<file path="src/rtl/rtc_pkg.sv">
// Shared encodings and BCD helpers for the multi-alarm RTC: write-field codes,
// BCD limits, validity check, wrapping increment and 12 h display conversion.
package rtc_pkg;

  typedef enum logic [1:0] {
    FLD_SEC   = 2'd0,
    FLD_MIN   = 2'd1,
    FLD_HOUR  = 2'd2,
    FLD_ALARM = 2'd3
  } wr_field_e;

  localparam logic [7:0] BCD_LIM_59 = 8'h59;
  localparam logic [7:0] BCD_LIM_23 = 8'h23;

  function automatic logic bcd_valid(input logic [7:0] v, input logic [7:0] lim);
    return (v[3:0] <= 4'd9) && (v[7:4] <= 4'd9) && (v <= lim);
  endfunction

  // Returns {carry, next}; values at or above the limit wrap so a corrupted field self-recovers.
  function automatic logic [8:0] bcd_inc_wrap(input logic [7:0] v, input logic [7:0] lim);
    logic [8:0] r;
    if (v >= lim) begin
      r = {1'b1, 8'h00};
    end else if (v[3:0] == 4'd9) begin
      r = {1'b0, v[7:4] + 4'd1, 4'd0};
    end else begin
      r = {1'b0, v[7:4], v[3:0] + 4'd1};
    end
    return r;
  endfunction

  // Returns {pm, hour12} for a BCD hour 00..23.
  function automatic logic [8:0] to_12h(input logic [7:0] h);
    logic [7:0] bin;
    logic [7:0] b12;
    logic [8:0] r;
    bin = ({4'd0, h[7:4]} * 8'd10) + {4'd0, h[3:0]};
    b12 = bin - 8'd12;
    if (bin == 8'd0) begin
      r = {1'b0, 8'h12};
    end else if (bin < 8'd12) begin
      r = {1'b0, h};
    end else if (bin == 8'd12) begin
      r = {1'b1, 8'h12};
    end else begin
      r = {1'b1, (b12 >= 8'd10) ? (8'h10 + (b12 - 8'd10)) : b12};
    end
    return r;
  endfunction

endpackage

</file>
<file path="src/rtl/rtc_multi_alarm_if.sv">
// Register-style write port of the RTC: strobe, field select, data, alarm slot
// and the rejected-write pulse returned by the clock core.
interface rtc_multi_alarm_if #(
  parameter int AW = 1
);
  import rtc_pkg::*;

  logic          wr_stb;
  wr_field_e     wr_field;
  logic [15:0]   wr_data;
  logic [AW-1:0] wr_sel;
  logic          wr_err;

  modport master (output wr_stb, wr_field, wr_data, wr_sel, input wr_err);
  modport slave  (input wr_stb, wr_field, wr_data, wr_sel, output wr_err);
endinterface

</file>
<file path="src/rtl/rtc_prescaler.sv">
// Divides the input clock down to one advance per second; hold parks it at 0,
// zero restarts the second. colon_o is high for the first half of each second.
module rtc_prescaler #(
  parameter int CLK_HZ = 50000000
) (
  input  logic clk,
  input  logic clr,
  input  logic hold_i,
  input  logic zero_i,
  output logic tick_o,
  output logic colon_o
);

  localparam int            CW   = (CLK_HZ > 1) ? $clog2(CLK_HZ) : 1;
  localparam logic [CW-1:0] TERM = CW'(CLK_HZ - 1);
  localparam logic [CW-1:0] HALF = CW'(CLK_HZ / 2);

  logic [CW-1:0] cnt_q, cnt_d;
  logic          colon_q;

  always_comb begin
    tick_o = (cnt_q == TERM) && !hold_i;
    if (hold_i || zero_i || tick_o) begin
      cnt_d = '0;
    end else begin
      cnt_d = cnt_q + CW'(1);
    end
  end

  // colon is registered from the next count so it tracks the live count exactly.
  always_ff @(posedge clk) begin
    if (clr) begin
      cnt_q   <= '0;
      colon_q <= 1'b1;
    end else begin
      cnt_q   <= cnt_d;
      colon_q <= (cnt_d < HALF);
    end
  end

  assign colon_o = colon_q;

endmodule

</file>
<file path="src/rtl/rtc_multi_alarm.sv">
// BCD time-of-day core with NUM_ALARMS latched alarms, validated writes and
// 12/24 h display. Optional top-of-hour chime built only when RTC_CHIME_EN is defined.
module rtc_multi_alarm
  import rtc_pkg::*;
#(
  parameter int CLK_HZ     = 50000000,
  parameter int NUM_ALARMS = 2,
  parameter int AW         = (NUM_ALARMS > 1) ? $clog2(NUM_ALARMS) : 1
) (
  input  logic                  clk,
  input  logic                  clr,
  input  logic                  set_en,
  rtc_multi_alarm_if.slave      wr,
  input  logic [NUM_ALARMS-1:0] alarm_arm,
  input  logic                  alarm_ack,
  input  logic                  mode12,
  output logic [7:0]            sec_bcd,
  output logic [7:0]            min_bcd,
  output logic [7:0]            hour_bcd,
  output logic                  pm,
  output logic                  tick_1hz,
  output logic                  colon,
  output logic [NUM_ALARMS-1:0] ring,
  output logic                  chime
);

  logic [7:0]            sec_q, min_q, hr_q;
  logic [7:0]            sec_d, min_d, hr_d;
  logic [7:0]            al_hr_q  [NUM_ALARMS];
  logic [7:0]            al_min_q [NUM_ALARMS];
  logic [NUM_ALARMS-1:0] ring_q, ring_d, al_wr_s, match_s;
  logic [7:0]            sec_bcd_q, min_bcd_q, hour_bcd_q;
  logic                  pm_q, tick_q, wr_err_q;

  logic [AW-1:0] sel_s;
  logic          adv_s, colon_s, wr_ok_s;
  logic          wr_sec_s, wr_min_s, wr_hr_s, wr_al_s;
  logic [8:0]    sec_inc_s, min_inc_s, hr_inc_s, h12_s;
  logic [7:0]    min_adv_s, hr_adv_s;
  logic          unused_day_s;

  assign sel_s        = wr.wr_sel;
  assign unused_day_s = hr_inc_s[8];

  rtc_prescaler #(.CLK_HZ(CLK_HZ)) u_presc (
    .clk     (clk),
    .clr     (clr),
    .hold_i  (set_en),
    .zero_i  (wr_sec_s),
    .tick_o  (adv_s),
    .colon_o (colon_s)
  );

  // Write validation and per-field apply strobes.
  always_comb begin
    case (wr.wr_field)
      FLD_SEC, FLD_MIN: wr_ok_s = bcd_valid(wr.wr_data[7:0], BCD_LIM_59);
      FLD_HOUR:         wr_ok_s = bcd_valid(wr.wr_data[7:0], BCD_LIM_23);
      FLD_ALARM:        wr_ok_s = bcd_valid(wr.wr_data[15:8], BCD_LIM_23) &&
                                  bcd_valid(wr.wr_data[7:0], BCD_LIM_59) &&
                                  (int'(sel_s) < NUM_ALARMS);
      default:          wr_ok_s = 1'b0;
    endcase
    wr_sec_s = wr.wr_stb && wr_ok_s && (wr.wr_field == FLD_SEC);
    wr_min_s = wr.wr_stb && wr_ok_s && (wr.wr_field == FLD_MIN);
    wr_hr_s  = wr.wr_stb && wr_ok_s && (wr.wr_field == FLD_HOUR);
    wr_al_s  = wr.wr_stb && wr_ok_s && (wr.wr_field == FLD_ALARM);
  end

  // Time carry chain; a write overrides only its own field, matches use the pure tick result.
  always_comb begin
    sec_inc_s = bcd_inc_wrap(sec_q, BCD_LIM_59);
    min_inc_s = bcd_inc_wrap(min_q, BCD_LIM_59);
    hr_inc_s  = bcd_inc_wrap(hr_q, BCD_LIM_23);
    min_adv_s = sec_inc_s[8] ? min_inc_s[7:0] : min_q;
    hr_adv_s  = (sec_inc_s[8] && min_inc_s[8]) ? hr_inc_s[7:0] : hr_q;
    sec_d = wr_sec_s ? wr.wr_data[7:0] : (adv_s ? sec_inc_s[7:0] : sec_q);
    min_d = wr_min_s ? wr.wr_data[7:0] : (adv_s ? min_adv_s : min_q);
    hr_d  = wr_hr_s  ? wr.wr_data[7:0] : (adv_s ? hr_adv_s : hr_q);
    for (int i = 0; i < NUM_ALARMS; i++) begin
      al_wr_s[i] = wr_al_s && (int'(sel_s) == i);
      match_s[i] = adv_s && alarm_arm[i] && (sec_inc_s[7:0] == 8'h00) &&
                   (min_adv_s == al_min_q[i]) && (hr_adv_s == al_hr_q[i]);
      ring_d[i]  = match_s[i] || (ring_q[i] && !alarm_ack && alarm_arm[i]);
    end
    h12_s = to_12h(hr_q);
  end

  // Time, alarm slots, ring flags and the registered display outputs.
  always_ff @(posedge clk) begin
    if (clr) begin
      sec_q      <= 8'h00;
      min_q      <= 8'h00;
      hr_q       <= 8'h00;
      ring_q     <= '0;
      sec_bcd_q  <= 8'h00;
      min_bcd_q  <= 8'h00;
      hour_bcd_q <= 8'h00;
      pm_q       <= 1'b0;
      tick_q     <= 1'b0;
      wr_err_q   <= 1'b0;
      for (int i = 0; i < NUM_ALARMS; i++) begin
        al_hr_q[i]  <= 8'h12;
        al_min_q[i] <= 8'h00;
      end
    end else begin
      sec_q      <= sec_d;
      min_q      <= min_d;
      hr_q       <= hr_d;
      ring_q     <= ring_d;
      sec_bcd_q  <= sec_q;
      min_bcd_q  <= min_q;
      hour_bcd_q <= mode12 ? h12_s[7:0] : hr_q;
      pm_q       <= mode12 && h12_s[8];
      tick_q     <= adv_s;
      wr_err_q   <= wr.wr_stb && !wr_ok_s;
      for (int i = 0; i < NUM_ALARMS; i++) begin
        if (al_wr_s[i]) begin
          al_hr_q[i]  <= wr.wr_data[15:8];
          al_min_q[i] <= wr.wr_data[7:0];
        end else begin
          al_hr_q[i]  <= al_hr_q[i];
          al_min_q[i] <= al_min_q[i];
        end
      end
    end
  end

`ifdef RTC_CHIME_EN
  logic chime_q;

  // Top-of-hour chime: seconds 00..04 of minute 00, gated by the colon half-second.
  always_ff @(posedge clk) begin
    if (clr) begin
      chime_q <= 1'b0;
    end else begin
      chime_q <= !set_en && colon_s && (min_q == 8'h00) && (sec_q <= 8'h04);
    end
  end

  assign chime = chime_q;
`else
  assign chime = 1'b0;
`endif

  assign sec_bcd   = sec_bcd_q;
  assign min_bcd   = min_bcd_q;
  assign hour_bcd  = hour_bcd_q;
  assign pm        = pm_q;
  assign tick_1hz  = tick_q;
  assign colon     = colon_s;
  assign ring      = ring_q;
  assign wr.wr_err = wr_err_q;

endmodule

</file>
<file path="src/flat_wrapper.sv">
// flat-port wrapper written by rule: the top's interface ports become plain ports
module rtc_multi_alarm_flat import rtc_pkg::*;
#(
  parameter int CLK_HZ     = 50000000,
  parameter int NUM_ALARMS = 2,
  parameter int AW         = (NUM_ALARMS > 1) ? $clog2(NUM_ALARMS) : 1
)
  (clk, clr, set_en, alarm_arm, alarm_ack, mode12, sec_bcd, min_bcd, hour_bcd, pm, tick_1hz, colon, ring, chime, wr_wr_stb, wr_wr_field, wr_wr_data, wr_wr_sel, wr_wr_err);
  rtc_multi_alarm_if #(.AW(AW)) wr_i ();
  input  logic clk;
  input  logic clr;
  input  logic set_en;
  input  logic [NUM_ALARMS-1:0] alarm_arm;
  input  logic alarm_ack;
  input  logic mode12;
  output logic [7:0] sec_bcd;
  output logic [7:0] min_bcd;
  output logic [7:0] hour_bcd;
  output logic pm;
  output logic tick_1hz;
  output logic colon;
  output logic [NUM_ALARMS-1:0] ring;
  output logic chime;
  input wire logic [$bits(wr_i.wr_stb)-1:0] wr_wr_stb;
  input wire logic [$bits(wr_i.wr_field)-1:0] wr_wr_field;
  input wire logic [$bits(wr_i.wr_data)-1:0] wr_wr_data;
  input wire logic [$bits(wr_i.wr_sel)-1:0] wr_wr_sel;
  output wire logic [$bits(wr_i.wr_err)-1:0] wr_wr_err;
  assign wr_i.wr_stb = wr_wr_stb;
  assign wr_i.wr_field = wr_wr_field;
  assign wr_i.wr_data = wr_wr_data;
  assign wr_i.wr_sel = wr_wr_sel;
  assign wr_wr_err = wr_i.wr_err;
  rtc_multi_alarm #(.CLK_HZ(CLK_HZ), .NUM_ALARMS(NUM_ALARMS), .AW(AW)) u_core (.clk(clk), .clr(clr), .set_en(set_en), .wr(wr_i), .alarm_arm(alarm_arm), .alarm_ack(alarm_ack), .mode12(mode12), .sec_bcd(sec_bcd), .min_bcd(min_bcd), .hour_bcd(hour_bcd), .pm(pm), .tick_1hz(tick_1hz), .colon(colon), .ring(ring), .chime(chime));
endmodule
</file>
<file path="config.mk">
export PLATFORM = sky130hd
export DESIGN_NAME = rtc_multi_alarm_flat
export DESIGN_NICKNAME = d
export VERILOG_FILES = /design/src/rtl/rtc_pkg.sv /design/src/rtl/rtc_multi_alarm_if.sv /design/src/rtl/rtc_prescaler.sv /design/src/rtl/rtc_multi_alarm.sv /design/src/flat_wrapper.sv
export SDC_FILE = /design/constraint.sdc
export NUM_CORES = 1
export LEC_CHECK = 0
export BUFFER_PORTS_ARGS = -buffer_cell sky130_fd_sc_hd__buf_4
export CAP_MARGIN = 20
export CELL_PAD_IN_SITES_DETAIL_PLACEMENT = 0
export CELL_PAD_IN_SITES_GLOBAL_PLACEMENT = 1
export CORE_ASPECT_RATIO = 1.5
export CORE_MARGIN = 3
export CORE_UTILIZATION = 45
export DETAILED_ROUTE_END_ITERATION = 7
export GPL_ROUTABILITY_DRIVEN = 1
export PLACE_DENSITY_LB_ADDON = 0.1
export SLEW_MARGIN = 20
export SYNTH_ARGS = -nofsm -noshare
export SYNTH_HDL_FRONTEND = slang
export SYNTH_SLANG_ARGS = --single-unit
</file>
<file path="constraint.sdc">
create_clock -name clk -period 7.75 [get_ports clk]
set_input_delay 1.1625 -clock clk [delete_from_list [all_inputs] [get_ports clk]]
set_output_delay 1.1625 -clock clk [all_outputs]
set_load 0.01 [all_outputs]
</file>
; Word-level counts from Yosys, hierarchy flattened
; Memories as Yosys holds them, arrays and structs flattened.
; Index checks and enable logic that the tools add are counted.
[word_totals]
reg_bits = 80
ram_bits = 32
wordCells = 146
memories = 2
[mem_list]
columns = memory, depth, width, read_ports, rd_ports_with_merged_regs, wr, line_no
row1 = u_core.al_hr_q, 2, 8, 2, 0, 2, rtc_multi_alarm.sv:29  ; logic [7:0] al_hr_q [NUM_ALARMS];
row2 = u_core.al_min_q, 2, 8, 2, 0, 2, rtc_multi_alarm.sv:30  ; logic [7:0] al_min_q [NUM_ALARMS];
[op_classes]
add_sub_neg = 11
n_mul = 1
order_cmp = 13
eq_ne = 12
mux = 43
bitwise_logic = 9
n_reduce_logical = 43
[ops]
columns = cell, n
row1 = $mux W8, 23
row2 = $mux W9, 4
row3 = $eq A8 B8 Y1, 4
row4 = $logic_and A1 B1 Y1, 29
row5 = $add A26 B1 Y26 const B, 1
row6 = $eq A26 B26 Y1 const B, 1
row7 = $lt A26 B25 Y1 const B, 1
row8 = $mux W26, 1
row9 = $add A4 B1 Y4 const B, 6
row10 = $ge A8 B7 Y1 const B, 2
row11 = $le A4 B4 Y1 const B, 4
row12 = $le A8 B6 Y1 const B, 2
row13 = $logic_not A8 Y1, 2
row14 = $sub A8 B4 Y8 const B, 2
row15 = $mux W1, 14
row16 = $eq A4 B4 Y1 const B, 3
row17 = $add A5 B8 Y8 const A, 1
row18 = $add A8 B4 Y8, 1
row19 = $eq A8 B4 Y1 const B, 1
row20 = $ge A8 B4 Y1 const B, 1
row21 = $ge A8 B6 Y1 const B, 1
row22 = $le A8 B7 Y1 const B, 1
row23 = $lt A8 B4 Y1 const B, 1
row24 = $or A1 B1 Y1, 8
row25 = 10 further kinds, 18

; Logic depth before layout (Yosys ltp)
; Gate-level depths: netlist of the first run.
[logic_depth]
ltp_word = 13
depth_mapped = 12
mapped_depth_nobuf = 12

; Modules after synthesis
; From an unflattened synthesis of the first run, not the netlist that was laid out.
[hier_totals]
cells_unflattened = 770
area_unflattened_um2 = 6801.5
[modules_own_cells]
columns = mod, instances, cells_per_inst, area_each_um2, seq_area_each_um2
row1 = rtc_multi_alarm, 1, 580, 5226.3, 2021.9
row2 = rtc_prescaler, 1, 190, 1575.3, 540.5

; Least setup slack after synthesis of the first run
; OpenSTA, ideal clock, no wires.
[synth_path]
path_type = in2reg
from = in wr_wr_data[3]
to = mem u_core.al_hr_q[0][0] (enable)
setup_ns = 0.415
t_arrival_ns = 3.133
path_slack_ns = 4.202
path_stages = 6
path_buffers = 0
cell_sequence = nor3_1 > o21ai_0 > a21oi_1 > o21a_1 > nand2_1 > o31ai_1
[synth_lines]
columns = element, line_no
row1 = "start, declared", flat_wrapper.sv:26  ; input wire logic [$bits(wr_i.wr_data)-1:0] wr_wr_data;
row2 = "end, declared", rtc_multi_alarm.sv:29

; Worst setup path in the final report of the first run
[layout_path]
from = reg u_core.hr_q[7]
to = reg u_core.hour_bcd_q[7] (netlist: u_core.hour_bcd[7])
[layout_via]
elab_chain_len = 10
[layout_rtl]
columns = element, line_no
row1 = "start, declared", rtc_multi_alarm.sv:27  ; logic [7:0] sec_q, min_q, hr_q;
row2 = "start signal, assigned", rtc_multi_alarm.sv:109  ; hr_q <= hr_d;
row3 = $mul A4 B3 Y7, rtc_pkg.sv:37  ; bin = ({4'd0, h[7:4]} * 8'd10) + {4'd0, h[3:0]};
row4 = $add A8 B4 Y8, rtc_pkg.sv:37
row5 = $sub A8 B4 Y8, rtc_pkg.sv:38  ; b12 = bin - 8'd12;
row6 = $sub A8 B4 Y8, rtc_pkg.sv:46  ; r = {1'b1, (b12 >= 8'd10) ? (8'h10 + (b12 - 8'd10)) : b12};
row7 = $add A5 B8 Y8, rtc_pkg.sv:46
row8 = $mux W8, rtc_pkg.sv:46
row9 = $mux W8, rtc_pkg.sv:43  ; end else if (bin == 8'd12) begin
row10 = $mux W9, rtc_pkg.sv:41  ; end else if (bin < 8'd12) begin
row11 = $mux W9, rtc_pkg.sv:39  ; if (bin == 8'd0) begin
row12 = $mux W8 *, rtc_multi_alarm.sv:113  ; hour_bcd_q <= mode12 ? h12_s[7:0] : hr_q;
row13 = "end signal, assigned", rtc_multi_alarm.sv:113
row14 = "end, declared", rtc_multi_alarm.sv:32  ; logic [7:0] sec_bcd_q, min_bcd_q, hour_bcd_q;
; Mark *: on every way between the ends. The rest lies on a longest branch, timed or not.
; A chain may end at the register's enable or synchronous reset.

==> metrics, run 1 <==
post-synthesis instance area 6550 sq um; First-pass DRT Iterations 5; post-synth top area share 0.245; Ant. Diodes 0; CP startpoint kind flip-flop; Post-synth top flop dfxtp_1; Core Area 14100 sq um; Slowest-stage cell, CP dfxtp_1; count leader, synth nor2_1; unrepaired setup endpoints after global routing no; VDD IR-drop max 126 uV; final setup fails 0; cts hold-fix bufs 0; dpl cell area 7060 sq um; post_cts resized 0; relative max-transition margin 0.376; FMAX 279 MHz; GRT overflow 0; WL met1 7130 um; synth unique cells 76; leading area contributor after synthesis dfxtp_1; fraction of layout cells with a size suffix above 1 0.118; critical path peak fanout 12; CTS Buffer Depth 2; cells along the critical path ha_1, ha_1, fa_1, xor2_1, o2111ai_1, nor2_1, a2bb2oi_1, o31ai_1, and2_1, o2bb2ai_1; reg2reg end u_core.hour_bcd[7]$_SDFF_PP0_; HPWL after detailed placement 13800 um; die area 16100 sq um; CTS tree built; Mean Syn Cell Area 8.76 sq um; fin cells 974; Leak Pwr 2.70 nW; Slew @ Worst Pin 0.929 ns; CP Data Required Time 8.04 ns; first-pass GRT wire length 28400 um; number of global-route vias before repair 5451; Async SR Flop Fraction 0; H-tree levels 3; Layout Skew 0.00793 ns; largest stage delay on the critical path 0.69 ns; DR vias 5643; Rows 53; vias per inst 5.79; count of warnings emitted by yosys 0; most used cell, CP ha_1; HP Start u_core.u_presc.cnt_q[0]$_SDFF_PP0_; GRT Total Usage 0.223; Cells after DPL 958; Final Hold Fails 0; met3 routed WL 674 um; WL per Instance 18.6 um; family with the most delay on the worst path compound AO/OA/AOI/OAI gates; design area 7370 sq um; I/O pins 58; hold path cells 1; number of port buffers 56; crit path kind flip-flop to flip-flop; Worst R2R Path Depth 10; antenna-violating nets left 0; Initial Util 0.463; clock slew at reported path FFs 0.08 ns; setup bufs post-CTS 0; Reg2Reg Setup Slack 4.16 ns; Die Wd 104 um; DIE HEIGHT 154 um; Nets 827; HP Class flip-flop to flip-flop; TNS Setup 0 ns; number of synthesized register bits 112; RD Place Congestion 0.905; DR WL met2 9590 um; max_cap viols 0; top cells by count, synth 89 x nor2_1, 80 x dfxtp_1, 55 x nand2_1; synth top area cells dfxtp_1 24%, edfxtp_1 15%, nor2_1 5.1%, xnor2_1 4.3%, ha_1 4.0%; final-report max-slew violation count 0; crit end category flip-flop; worst r2r src u_core.hr_q[7]$_SDFFE_PP0P_; Register Area 2560 sq um; Syn-to-layout area delta 12.6%; # fillers 1358; Post-synth EDFFs 32; PwrDens 168 nW/um^2; register area share after synthesis 0.392; clock latency on the worst-skew pair 0.36 ns; CP bufs+invs 0; CTS Buf Count 9; max layer used met4; final wirelength 18100 um; largest net degree at the start of global routing 63; final worst-path cycle share 0.463; Root Buffer clkbuf_16; status completed; Hold WS 0.445 ns; syn nets 797; Worst Setup SP u_core.hr_q[7]$_SDFFE_PP0P_; stages on the worst setup path 10; Final min period 3.59 ns; Num Clock Sinks 112; multi-input logic area 3710 sq um; worst setup path end u_core.hour_bcd[7]$_SDFF_PP0_; initial drt markers 344; Syn Inst Count 747; WP data arrival 3.87 ns; residual DRC count 0; initial antenna violation count 0
## per-stage QoR
| stage | setup WS (ns) | total power [mW] | utilization |
|---|---|---|---|
| 3_3_place_gp | 4.28 | 0.770 | 0.500 |
| 6_report | 4.16 | 1.24 | 0.522 |
| 5_1_grt | 3.95 | 1.29 | 0.522 |
| 3_5_place_dp | 4.17 | 0.772 | 0.500 |
| 4_1_cts | 4.15 | 1.25 | 0.522 |
| 2_1_floorplan | 4.20 | 0.725 | - |
## worst min path at each step
stage	to	slack [ns]
3_5_place_dp	u_core.u_presc.cnt_q[0]$_SDFF_PP0_	0.43
3_3_place_gp	u_core.u_presc.cnt_q[0]$_SDFF_PP0_	0.42
4_1_cts	u_core.u_presc.cnt_q[0]$_SDFF_PP0_	0.45
2_1_floorplan	u_core.u_presc.cnt_q[0]$_SDFF_PP0_	0.41
6_report	u_core.u_presc.cnt_q[0]$_SDFF_PP0_	0.45
5_1_grt	u_core.u_presc.cnt_q[0]$_SDFF_PP0_	0.47
## where the power goes
group | internal, mW | switching, mW
Sequential | 0.625 | 0.0244
Clock | 0.255 | 0.226
Combinational | 0.0484 | 0.0601
## per-layer routing
layer | GRT usage | vias up
met4 | 0.0957 | 0
met1 | 0.248 | 2698
met5 | 0 | -
met2 | 0.416 | 136
li1 | - | 2763
met3 | 0.0353 | 46
## area by class of cell
cell class | instances | area share
multi-input combinational | 569 | 0.503
clock buffer | 9 | 0.0306
timing repair buffer | 62 | 0.0632
sequential | 112 | 0.348
inverter | 23 | 0.0117
tap | 192 | 0.0326
clock inverter | 7 | 0.0107
## kinds of logic after synthesis
logic type / synth area share
AND/OR/NAND/NOR: 0.238
AO/OA/AOI/OAI: 0.183
flip-flops: 0.392
buffers and inverters: 0.0432
XOR/XNOR: 0.0864
adder cells (fa/ha/maj): 0.0463
multiplexers: 0.0111
other: 0.000573
## state kept, by name (all words and copies together), names as in the netlist
signal                  cells
u_core.al_hr_q             16
u_core.al_min_q            16
u_core.hour_bcd             8
u_core.hr_q                 8
u_core.min_bcd              8
u_core.min_q                8
u_core.pm                   1
u_core.ring                 2
u_core.sec_bcd              8
u_core.sec_q                8
u_core.tick_1hz             1
u_core.u_presc.cnt_q       26
u_core.u_presc.colon_o      1
u_core.wr.wr_err            1
## worst register-to-register path, cell delays in order (launching register included)
cell and delay, ns:
dfxtp_1 0.69, ha_1 0.36, ha_1 0.22, fa_1 0.38, xor2_1 0.38, o2111ai_1 0.22
nor2_1 0.12, a2bb2oi_1 0.15, o31ai_1 0.57, and2_1 0.30, o2bb2ai_1 0.13
## layout by cell type, fill, tap and decap left out, types with 5 or more instances in the layout
master and instances:
a211oi_1 17, a21o_1 7, a21oi_1 28, a22oi_1 7, a31oi_1 6, and2_1 7
and3_1 9, and4_1 7, buf_4 62, clkbuf_16 9, dfxtp_1 80, edfxtp_1 32
ha_1 21, inv_1 23, mux2i_1 5, nand2_1 55, nand2b_1 11, nand3_1 25
nand4_1 12, nor2_1 89, nor2b_1 30, nor3_1 16, nor4_1 8, o2111ai_1 5
o211ai_1 8, o21ai_0 40, o311ai_0 7, o31ai_1 5, or3_1 5, xnor2_1 32
xor2_1 30
(Power assumes the default switching activity.)
==> run 2: changes to the inputs <==
==> constraint.sdc (replaced) <==
create_clock -name clk -period 3.4 [get_ports clk]
set_input_delay 0.51 -clock clk [delete_from_list [all_inputs] [get_ports clk]]
set_output_delay 0.51 -clock clk [all_outputs]
set_load 0.01 [all_outputs]
==> metrics, run 2 (synthesis gave the netlist of run 1 again) <==
initial antenna violation count 0; H-tree levels 3; vias per inst 5.78; clock power share 0.394; commonest non-fill, non-tap cell in the layout nor2_1; Final Hold Fails 0; DIE HEIGHT 154 um; CP Data Required Time 3.65 ns; fraction of layout cells with a size suffix above 1 0.144; hold path cells 2; final wirelength 19700 um; antenna-violating nets left 0; GRT overflow 0; final setup fails 0; crit path kind flip-flop to flip-flop; most frequent cells in the layout 89 x nor2_1, 84 x buf_4, 80 x dfxtp_1, 55 x nand2_1, 40 x o21ai_0; dpl cell area 7250 sq um; critical path peak fanout 11; biggest regs u_core.u_presc.cnt_q: 26 flops, u_core.al_hr_q: 16 flops, u_core.al_min_q: 16 flops; post_cts resized 0; Die Wd 104 um; Final min period 3.15 ns; design area 7580 sq um; post-route setup slack 0.254 ns; Nets 850; Layout Skew 0.0119 ns; largest net degree at the start of global routing 61; Leak Pwr 2.84 nW; unrepaired setup endpoints after global routing no; I/O pins 58; # fillers 1354; TNS Setup 0 ns; DR vias 5764; Place WS 0.180 ns; stages on the worst setup path 10; sw frac 0.258; GRT Total Usage 0.245; HPWL after detailed placement 15100 um; Rows 53; cells along the critical path inv_1, fa_1, nor2b_1, o21ai_0, a21oi_1, o22ai_1, xor2_1, nand3_1, nor3b_1, a211o_1; clock slew at reported path FFs 0.08 ns; residual DRC count 0; First-pass DRT Iterations 5; Hold WS 0.446 ns; Ant. Diodes 0; cts hold-fix bufs 0; combinational fraction of design power 0.094; family with the most delay on the worst path compound AO/OA/AOI/OAI gates; crit end category flip-flop; Worst R2R Path Depth 10; max_cap viols 0; Num Clock Sinks 112; VDD IR-drop max 274 uV; Slowest-stage cell, CP dfxtp_1; WL per Instance 19.7 um; RD Place Congestion 0.979; status completed; die area 16100 sq um; number of port buffers 56; Root Buffer clkbuf_16; first-pass GRT wire length 30400 um; CP startpoint kind flip-flop; power share of the sequential group 0.512; CP bufs+invs 1; clock latency on the worst-skew pair 0.36 ns; relative max-transition margin 0.516; Syn-to-layout area delta 15.8%; CTS Buffer Depth 2; WP data arrival 3.39 ns; CTS Buf Count 9; CTS tree built; setup bufs post-CTS 0; FMAX 318 MHz; Slew @ Worst Pin 0.726 ns; Initial Util 0.463; HP Class input port to flip-flop; max FFs per register 26; final-report max-slew violation count 0; final worst-path cycle share 0.925; Power Internal 2.14 mW; Register Area 2560 sq um; P_sw 0.742 mW; Largest Register u_core.u_presc.cnt_q; fin util 0.537; largest stage delay on the critical path 0.55 ns; multi-input logic area 3720 sq um; number of global-route vias before repair 5479; Core Area 14100 sq um; PwrDens 380 nW/um^2; initial drt markers 305
-- run 2: cell count changes in the layout (fill, tap and decap cells not counted) --
cell / change
buf_4: +22
xnor2_1: -1
clkinv_2: -2
buf_12: +1
xnor2_2: +1
inv_8: +1
clkinv_8: +1
-- run 2: final timing paths --
check	to	slack, ns	from
setup reg to reg	u_core.hour_bcd[2]$_SDFF_PP0_	0.25	u_core.hr_q[2]$_SDFFE_PP0P_
setup / recovery	u_core.hour_bcd[2]$_SDFF_PP0_	0.25	u_core.hr_q[2]$_SDFFE_PP0P_
hold reg to reg	u_core.u_presc.cnt_q[0]$_SDFF_PP0_	0.46	u_core.u_presc.cnt_q[0]$_SDFF_PP0_
hold / removal	u_core.al_hr_q[0][1]$_SDFFCE_PN1P_	0.45	wr_wr_data[9]
-- run 2: per-stage QoR --
| stage | power (mW) | instances |
|---|---|---|
| 4_1_cts | 2.91 | 997 |
| 3_5_place_dp | 1.78 | 981 |
| 2_1_floorplan | 1.65 | 747 |
| 6_report | 2.88 | 997 |
| 5_1_grt | 2.99 | 997 |
| 3_3_place_gp | 1.77 | 981 |
-- run 2: power groups by stage --
stage               Sequential (mW)  Clock, mW  Combinational, mW
CTS                            1.47       1.16              0.274
floorplan                      1.48          0              0.168
global placement               1.50          0              0.272
detailed placement             1.50          0              0.273
global route                   1.48       1.21              0.299
finish                         1.47       1.13              0.272
-- run 2: area by class of cell --
| class | count | share of cell area |
|---|---|---|
| multi-input cells | 569 | 0.491 |
| well taps | 192 | 0.0317 |
| repair buffers | 85 | 0.0859 |
| inverters | 23 | 0.0114 |
| clock buffers | 9 | 0.0297 |
| clock inverters | 7 | 0.0127 |
| flip-flops and latches | 112 | 0.338 |
-- run 2: worst reg2reg max path, stage by stage, from the launching register on --
cell and delay, ns:
dfxtp_1 0.55, inv_1 0.21, fa_1 0.52, nor2b_1 0.19
o21ai_0 0.19, a21oi_1 0.25, o22ai_1 0.12, xor2_1 0.34
nand3_1 0.20, nor3b_1 0.19, a211o_1 0.28
-- run 2: metal layers --
| layer | up-vias | part of all wire | global-route usage |
|---|---|---|---|
| met1 | 2716 | 0.37 | 0.270 |
| met3 | 51 | 0.051 | 0.0382 |
| met4 | 0 | 0.041 | 0.110 |
| li1 | 2804 | - | - |
| met5 | - | 0 | 0 |
| met2 | 193 | 0.53 | 0.457 |
